==> src/rtl/cpu_clock_sequencer_pkg.sv <==
// clock_pkg: default sequencer geometry and RUN/HOLD state encoding
package clock_pkg;
  localparam int DEF_PHASES = 12;
  localparam int DEF_RESET_PHASE = 3;
  localparam int DEF_Q_PHASE = 0;
  localparam int DEF_E_PHASE = 3;
  localparam int DEF_QN_PHASE = 6;
  localparam int DEF_EN_PHASE = 9;
  localparam int DEF_DIV_A = 2;
  localparam int DEF_DIV_B = 3;
  localparam logic [0:0] RUN = 1'b0;
  localparam logic [0:0] HOLD = 1'b1;
endpackage

==> src/rtl/cpu_clock_sequencer_phase_ring.sv <==
// phase_ring: one-hot rotating ring that advances only when asked
module phase_ring #(
  parameter int PHASES = 12,
  parameter int RESET_PHASE = 3
) (
  input  logic              clk,
  input  logic              rst_n,
  input  logic              advance,
  output logic [PHASES-1:0] ring,
  output logic [PHASES-1:0] ring_next
);
  assign ring_next = advance ? {ring[PHASES-2:0], ring[PHASES-1]} : ring;
  always_ff @(posedge clk or negedge rst_n)
    if (!rst_n) ring <= PHASES'(1) << RESET_PHASE;
    else ring <= ring_next;
endmodule

==> src/rtl/cpu_clock_sequencer.sv <==
// cpu_clock_sequencer: holdable CPU Q/E phase enables plus free-running divider enables
module cpu_clock_sequencer
  import clock_pkg::*;
#(
  parameter int PHASES = DEF_PHASES,
  parameter int RESET_PHASE = DEF_RESET_PHASE,
  parameter int Q_PHASE = DEF_Q_PHASE,
  parameter int E_PHASE = DEF_E_PHASE,
  parameter int QN_PHASE = DEF_QN_PHASE,
  parameter int EN_PHASE = DEF_EN_PHASE,
  parameter int DIV_A = DEF_DIV_A,
  parameter int DIV_B = DEF_DIV_B,
  parameter int CNT_W = 16
) (
  input  logic              clk,
  input  logic              rst_n,
  input  logic              halt_req,
  output logic              halt_ack,
  output logic              en_q,
  output logic              en_e,
  output logic              en_q_n,
  output logic              en_e_n,
  output logic              en_a,
  output logic              en_b,
  output logic [PHASES-1:0] phase,
  output logic [PHASES-1:0] phase_next,
  output logic [CNT_W-1:0]  cycle_count
);
  if (PHASES < 4 || PHASES % DIV_A != 0 || PHASES % DIV_B != 0 || RESET_PHASE >= PHASES ||
      Q_PHASE >= PHASES || E_PHASE >= PHASES || QN_PHASE >= PHASES || EN_PHASE >= PHASES ||
      DIV_A < 1 || DIV_B < 1) begin : g_bad_params
    $error("cpu_clock_sequencer: illegal parameter set");
  end
  function automatic logic [PHASES-1:0] div_mask(int div, int rem);
    div_mask = '0;
    for (int i = 0; i < PHASES; i++) div_mask[i] = (i % div) == rem;
  endfunction
  localparam logic [PHASES-1:0] MASK_A = div_mask(DIV_A, DIV_A - 1);
  localparam logic [PHASES-1:0] MASK_B = div_mask(DIV_B, 0);
  logic [0:0]        state;
  logic              cpu_adv;
  logic [PHASES-1:0] free;
  // the last index is where the bus cycle may be stretched
  assign cpu_adv  = (state == HOLD) ? !halt_req : !(phase[PHASES-1] && halt_req);
  assign halt_ack = (state == HOLD);
  phase_ring #(.PHASES(PHASES), .RESET_PHASE(RESET_PHASE)) u_cpu_ring (
    .clk(clk), .rst_n(rst_n), .advance(cpu_adv), .ring(phase), .ring_next(phase_next)
  );
  phase_ring #(.PHASES(PHASES), .RESET_PHASE(RESET_PHASE)) u_free_ring (
    .clk(clk), .rst_n(rst_n), .advance(1'b1), .ring(free), .ring_next()
  );
  always_ff @(posedge clk or negedge rst_n)
    if (!rst_n) begin
      state       <= RUN;
      en_q        <= 1'b0;
      en_e        <= 1'b0;
      en_q_n      <= 1'b0;
      en_e_n      <= 1'b0;
      en_a        <= 1'b0;
      en_b        <= 1'b0;
      cycle_count <= '0;
    end else begin
      state       <= cpu_adv ? RUN : HOLD;
      en_q        <= cpu_adv && phase[Q_PHASE];
      en_e        <= cpu_adv && phase[E_PHASE];
      en_q_n      <= cpu_adv && phase[QN_PHASE];
      en_e_n      <= cpu_adv && phase[EN_PHASE];
      en_a        <= |(free & MASK_A);
      en_b        <= |(free & MASK_B);
      cycle_count <= cycle_count + CNT_W'(cpu_adv && phase[PHASES-1]);
    end
endmodule

==> config.mk <==
export PLATFORM = sky130hd
export DESIGN_NAME = cpu_clock_sequencer
export DESIGN_NICKNAME = d
export VERILOG_FILES = /design/src/rtl/cpu_clock_sequencer_pkg.sv /design/src/rtl/cpu_clock_sequencer_phase_ring.sv /design/src/rtl/cpu_clock_sequencer.sv
export SDC_FILE = /design/constraint.sdc
export NUM_CORES = 1
export LEC_CHECK = 0
export ABC_CLOCK_PERIOD_IN_PS = 2290
export CAP_MARGIN = 20
export CORE_MARGIN = 1
export CORE_UTILIZATION = 46
export CTS_CLUSTER_DIAMETER = 80
export CTS_CLUSTER_SIZE = 10
export DETAILED_ROUTE_END_ITERATION = 8
export PLACE_DENSITY = 0.75
export SYNTH_ARGS = -nofsm -noshare
export SYNTH_HDL_FRONTEND = slang
export SYNTH_SLANG_ARGS = --single-unit
==> constraint.sdc <==
create_clock -name clk -period 2.29 [get_ports clk]
set_input_delay 0.229 -clock clk [delete_from_list [all_inputs] [get_ports clk]]
set_output_delay 0.229 -clock clk [all_outputs]
set_load 0.02 [all_outputs]
Word-level counts from Yosys, hierarchy flattened
Cells that the tools add are included.
Widths: inputs -> output; s select.
{"block": "totals", "regBits": 47, "in_bits": 3, "wordCells": 24}
{"block": "op_classes", "addsub": 1, "n_mux": 3, "n_reduce_logical": 10}
{"op": "$add 16x1->16", "count": 1}
{"op": "$mux 12", "count": 1}
{"op": "$logic_and 1x1->1", "count": 6}
{"op": "$reduce_or 6->1", "count": 1}
{"op": "$reduce_or 4->1", "count": 1}
{"op": "$logic_not 1->1", "count": 2}
{"op": "$mux 1", "count": 2}

Logic depth before layout (Yosys ltp)
{"block": "depth", "word_depth": 5, "ltp_mapped": 6, "depth_no_buf": 6}

Cells and area by module
A second synthesis with hierarchy kept.
{"block": "hier_totals", "hier_cells": 131, "area_unflattened_um2": 1924.3}
{"module": "phase_ring", "n_inst": 2, "cells_each": 25, "area_per_inst_um2": 485.5, "seq_area_each_um2": 301.5}
{"module": "cpu_clock_sequencer", "n_inst": 1, "cells_each": 81, "area_per_inst_um2": 953.4, "seq_area_each_um2": 575.6}

Worst setup path after synthesis
Ideal clock, no wire load.
{"block": "synth_timing", "path_type": "flip-flop to flip-flop", "startpoint": "register u_cpu_ring.ring[11]", "endpoint": "register cycle_count[14]", "t_arrival_ps": 1681, "path_slack_ps": 529, "stages_incl_launch_ff": 7, "cell_sequence": "dfrtp_1 nor2b_1 ha_1 ha_1 nand4_2 nor4_2 xor2_1"}
{"block": "synth_between", "elab_chain_len": 5}
{"element": "start: declaration", "line_no": "cpu_clock_sequencer_phase_ring.sv:9", "text": "output logic [PHASES-1:0] ring,"}
{"element": "start signal: assignment", "line_no": "cpu_clock_sequencer_phase_ring.sv:14", "text": "if (!rst_n) ring <= PHASES'(1) << RESET_PHASE;"}
{"element": "start signal: assignment", "line_no": "cpu_clock_sequencer_phase_ring.sv:15", "text": "else ring <= ring_next;"}
{"element": "$logic_and 1x1->1", "line_no": "cpu_clock_sequencer.sv:44", "text": "assign cpu_adv = (state == HOLD) ? !halt_req : !(phase[PHASES-1] && halt_req);"}
{"element": "$logic_not 1->1", "line_no": "cpu_clock_sequencer.sv:44"}
{"element": "$mux 1", "line_no": "cpu_clock_sequencer.sv:44"}
{"element": "$logic_and 1x1->1 (*)", "line_no": "cpu_clock_sequencer.sv:70", "text": "cycle_count <= cycle_count + CNT_W'(cpu_adv && phase[PHASES-1]);"}
{"element": "$add 16x1->16 (*)", "line_no": "cpu_clock_sequencer.sv:70"}
{"element": "end signal: assignment", "line_no": "cpu_clock_sequencer.sv:70"}
{"element": "end: declaration", "line_no": "cpu_clock_sequencer.sv:27", "text": "output logic [CNT_W-1:0] cycle_count"}
Mark *: on every way between the ends. The rest lies on a longest branch, timed or not.

Worst setup path after layout
{"block": "layout_timing", "startpoint": "register u_cpu_ring.ring[11]", "endpoint": "output phase_next[8]"}
{"block": "layout_between", "elab_chain_len": 4}
{"element": "$logic_and 1x1->1", "line_no": "cpu_clock_sequencer.sv:44"}
{"element": "$logic_not 1->1", "line_no": "cpu_clock_sequencer.sv:44"}
{"element": "$mux 1", "line_no": "cpu_clock_sequencer.sv:44"}
{"element": "$mux 12", "line_no": "cpu_clock_sequencer_phase_ring.sv:12", "text": "assign ring_next = advance ? {ring[PHASES-2:0], ring[PHASES-1]} : ring;"}
{"element": "end: declaration", "line_no": "cpu_clock_sequencer.sv:26", "text": "output logic [PHASES-1:0] phase_next,"}
No other way between the ends.

==> parameters.txt <==
Parameter                              Value

Run status
  Status    complete, no violations

Setup path
  Max stage delay on crit path    0.61 ns
  Largest delay contributor family on the critical path    buffers and inverters
  Worst Reg2Reg Path Length in Cells    6
  Critical path start-end classification    reg2out
  Most frequent cell on the critical path    sky130_fd_sc_hd__nand2_1
  Cell type of the slowest stage on the worst timing path    sky130_fd_sc_hd__clkdlybuf4s50_1
  Chain of cells forming the critical path    o21ai_1 -> buf_4 -> nand2_1 -> nand2_1 -> clkdlybuf4s50_1
  Required time at the endpoint of the critical path    2.06 ns
  Critical path capture point type    primary output
  CP arrival    1.94 ns
  Worst path bufs/invs    2
  Total stage count of the critical path    5
  Max FO, Critical Path    10
  Critical Path Source Type    register

Floorplanning
  Number of top-level design ports    50
  Initial core utilization    0.4934
  Chip height    62.53 µm
  Site Rows    21
  Die X    62.53 µm
  Die Footprint    3910 µm²
  Core Region    3416 µm²

Route
  Total number of vias    1163
  Total Routed Length    3302 µm
  Routed length per placed instance    13.99 µm
  Avg Vias per Cell    4.928
  DRC    0
  Initial DRC count    60
  Detailed-router iteration count before antenna repair    3
  ANT nets after route    0

STA
  Time the final worst path needs with I/O delays and setup    2.172 ns
  Final Cycle Share    0.9484
  RSZ-0062 raised after global routing    no
  Measured slew at the worst slew-check pin    0.5593 ns
  Final count of pins violating max slew    0
  Hold Fails Final Rpt    0
  Finish-stage setup viols    0
  Slack of the critical path    0.1181 ns
  Headroom to the max-slew limit    0.6271
  Sum of negative setup slack    0 ns
  Maximum clock rate    460.4 MHz
  Largest clock skew in the final design    0.01049 ns

Global route
  Maximum number of pins on one net before global-route repair    48
  Global-route wire length before repair    5506 µm
  Initial antenna violation count    0
  Global-route total usage across every layer    0.1916
  GRT Residual Overflow    0
  Via count of the first global-routing pass    1164

Placed design
  Final HPWL from detailed placement    2271 µm
  Post-place setup slack    0.1302 ns
  Weighted congestion at the end of routability-driven global placement    0.7527
  Number of I/O port buffers    49

Synth
  Yosys warning total    0
  Number of standard cells after synthesis    130
  Post-synthesis share of cell area spent on xor and xnor gates    0.07275
  Combinational family with the most area after synthesis    simple AND/OR/NAND/NOR gates
  Post-synthesis sequential area ratio    0.6993
  Complex-gate fraction of the synthesized area    0.03044
  Most used standard cell by instance count after synthesis    sky130_fd_sc_hd__dfrtp_1
  Number of enable flip-flop cells after synthesis    0
  Simple-gate portion of the synthesized area    0.1596
  Number of storage elements in the synthesis netlist    47
  Post-synth design cell area    1685 µm²
  Post-synthesis mux area share    0
  Top FF cell, synth    sky130_fd_sc_hd__dfrtp_1
  Area share of the leading cell type in the synthesized netlist    0.6682
  Net count of the mapped netlist    136
  Cell types with the highest counts after synthesis    sky130_fd_sc_hd__dfrtp_1 (45), sky130_fd_sc_hd__nand2_1 (24), sky130_fd_sc_hd__xor2_1 (9)
  Leading cell types by total area after synthesis    sky130_fd_sc_hd__dfrtp_1 (67%), sky130_fd_sc_hd__nand2_1 (5.3%), sky130_fd_sc_hd__xor2_1 (4.7%)
  Largest area contributor in the netlist    sky130_fd_sc_hd__dfrtp_1
  Count of cell types in the netlist    21
  Async SR Flop Fraction    1.000
  Post-Synth Adder-Cell Area    0.02227
  Avg Synthesized Cell Area    12.96 µm²

Hold path
  Worst Hold Class    reg2reg
  Number of instances on the worst hold path    0

Clock tree
  Clk_lat worst skew    0.36 ns
  Total clock buffers created by CTS    5
  Max Buffers Root-to-Sink    2
  Clock H-tree levels    2
  Sink count of the clock tree    47
  Clock-pin transition on the worst setup and hold timing paths    0.12 ns
  CTS tree    yes
  Library cell used as clock root buffer    sky130_fd_sc_hd__clkbuf_4

Layout
  P&R area growth vs syn    39.57%
  Fraction of final layout cells sized beyond drive strength 1    0.09474
  Inserted Diodes    0
  Total number of nets in the final design    195

Power and ir drop
  Reported leakage power    1.377 nW
  Maximum VDD drop    0.4856 mV
  Power per cell area    542.6 nW/µm²

Run
  Max-Cap Viols    0
==> logic make-up after synthesis <==
kind of cell               after synthesis
and+or+nand+nor                         52
AOI/OAI and AO/OA                        7
xor gates and xnor gates                14
DFF                                     47
buffers and inverters                    7
adders and majority gates                3
==> state kept, by name, indices dropped and copies added (netlist names) <==
register	cells
en_q_n	1
en_e	1
en_q	1
en_b	1
u_free_ring.ring	12
en_a	1
cycle_count	16
u_cpu_ring.ring	12
en_e_n	1
halt_ack	1
==> layout by cell type, fill, tap and decap left out, drive strengths merged <==
master / count
dfrtp: 45
clkdlybuf4s50: 39
nand2: 24
xor2: 9
dlymetal6s2s: 9
clkbuf: 8
nor2: 6
xnor2: 5
a21o: 5
nor4: 5
inv: 5
buf: 5
nand4: 5
nand3: 4
and2: 4
nor3: 3
ha: 3
dfstp: 2
nor2b: 1
o21ai: 1
a22o: 1
dlygate4sd3: 1
==> worst register-to-register path, cell delays in order (launching register included) <==
cell,delay [ns]
sky130_fd_sc_hd__dfrtp_1,0.41
sky130_fd_sc_hd__nor2b_1,0.22
sky130_fd_sc_hd__ha_1,0.22
sky130_fd_sc_hd__ha_1,0.24
sky130_fd_sc_hd__nand4_2,0.21
sky130_fd_sc_hd__nor4_2,0.32
sky130_fd_sc_hd__xor2_1,0.16
==> through the flow <==
| step | hold slack [ns] | cell area, µm² | std cells | util | total power [W] |
|---|---|---|---|---|---|
| 2_1_floorplan | -0.06659 | 1685 | 130 | - | 0.0008460 |
| 3_3_place_gp | 0.3378 | 2251 | 227 | 0.6590 | 0.0008655 |
| 3_5_place_dp | 0.3373 | 2251 | 227 | 0.6590 | 0.0008660 |
| 4_1_cts | 0.3555 | 2330 | 236 | 0.6821 | 0.001294 |
| 5_1_grt | 0.3732 | 2352 | 236 | 0.6886 | 0.001335 |
| 6_report | 0.3554 | 2352 | 236 | 0.6886 | 0.001276 |
==> routing by layer <==
layer  routed length (µm)  track usage  vias up
met2                 1627       0.3071       35
li1                     -            -      549
met4                   58      0.07849        0
met1                 1429       0.2272      574
met5                    0            0        -
met3                  188      0.08029        5
==> worst paths after layout <==
check | startpoint | end | slack, ns
worst min-delay path | u_free_ring.ring[4] | u_free_ring.ring[5] | 0.36
max in group asynchronous | rst_n | u_free_ring.ring[1] | 1.44
worst min register to register | u_free_ring.ring[4] | u_free_ring.ring[5] | 0.36
min in group asynchronous | rst_n | cycle_count[4] | 0.46
worst max-delay path | u_cpu_ring.ring[11] | phase_next[8] | 0.12
worst max register to register | u_cpu_ring.ring[11] | cycle_count[14] | 0.45
==> report_power, final <==
group / leakage [nW] / internal, W / switching [W]
registers: 0.634 / 0.000830 / 0
logic: 0.704 / 0.00000441 / 0.0000158
clock network: 0.0386 / 0.000181 / 0.000245
total: 1.38 / 0.00102 / 0.000261
==> what timing repair did <==
item / CTS / global route
endpoints found under the hold margin: 45 / 0
buffers inserted: 0 / 0
gates resized for setup: 0 / 10
endpoints found under the setup margin: 0 / 11
hold buffers: 1 / 0
==> layout make-up <==
| type | instances | area (µm²) |
|---|---|---|
| Clock buffer | 8 | 68.82 |
| Fill cell | 256 | 1064 |
| Inverter | 5 | 18.77 |
| Multi-Input combinational cell | 76 | 480.5 |
| Sequential cell | 47 | 1179 |
| Tap cell | 46 | 57.56 |
| Timing Repair Buffer | 54 | 548.0 |
Power figures use the tool's default switching activity.
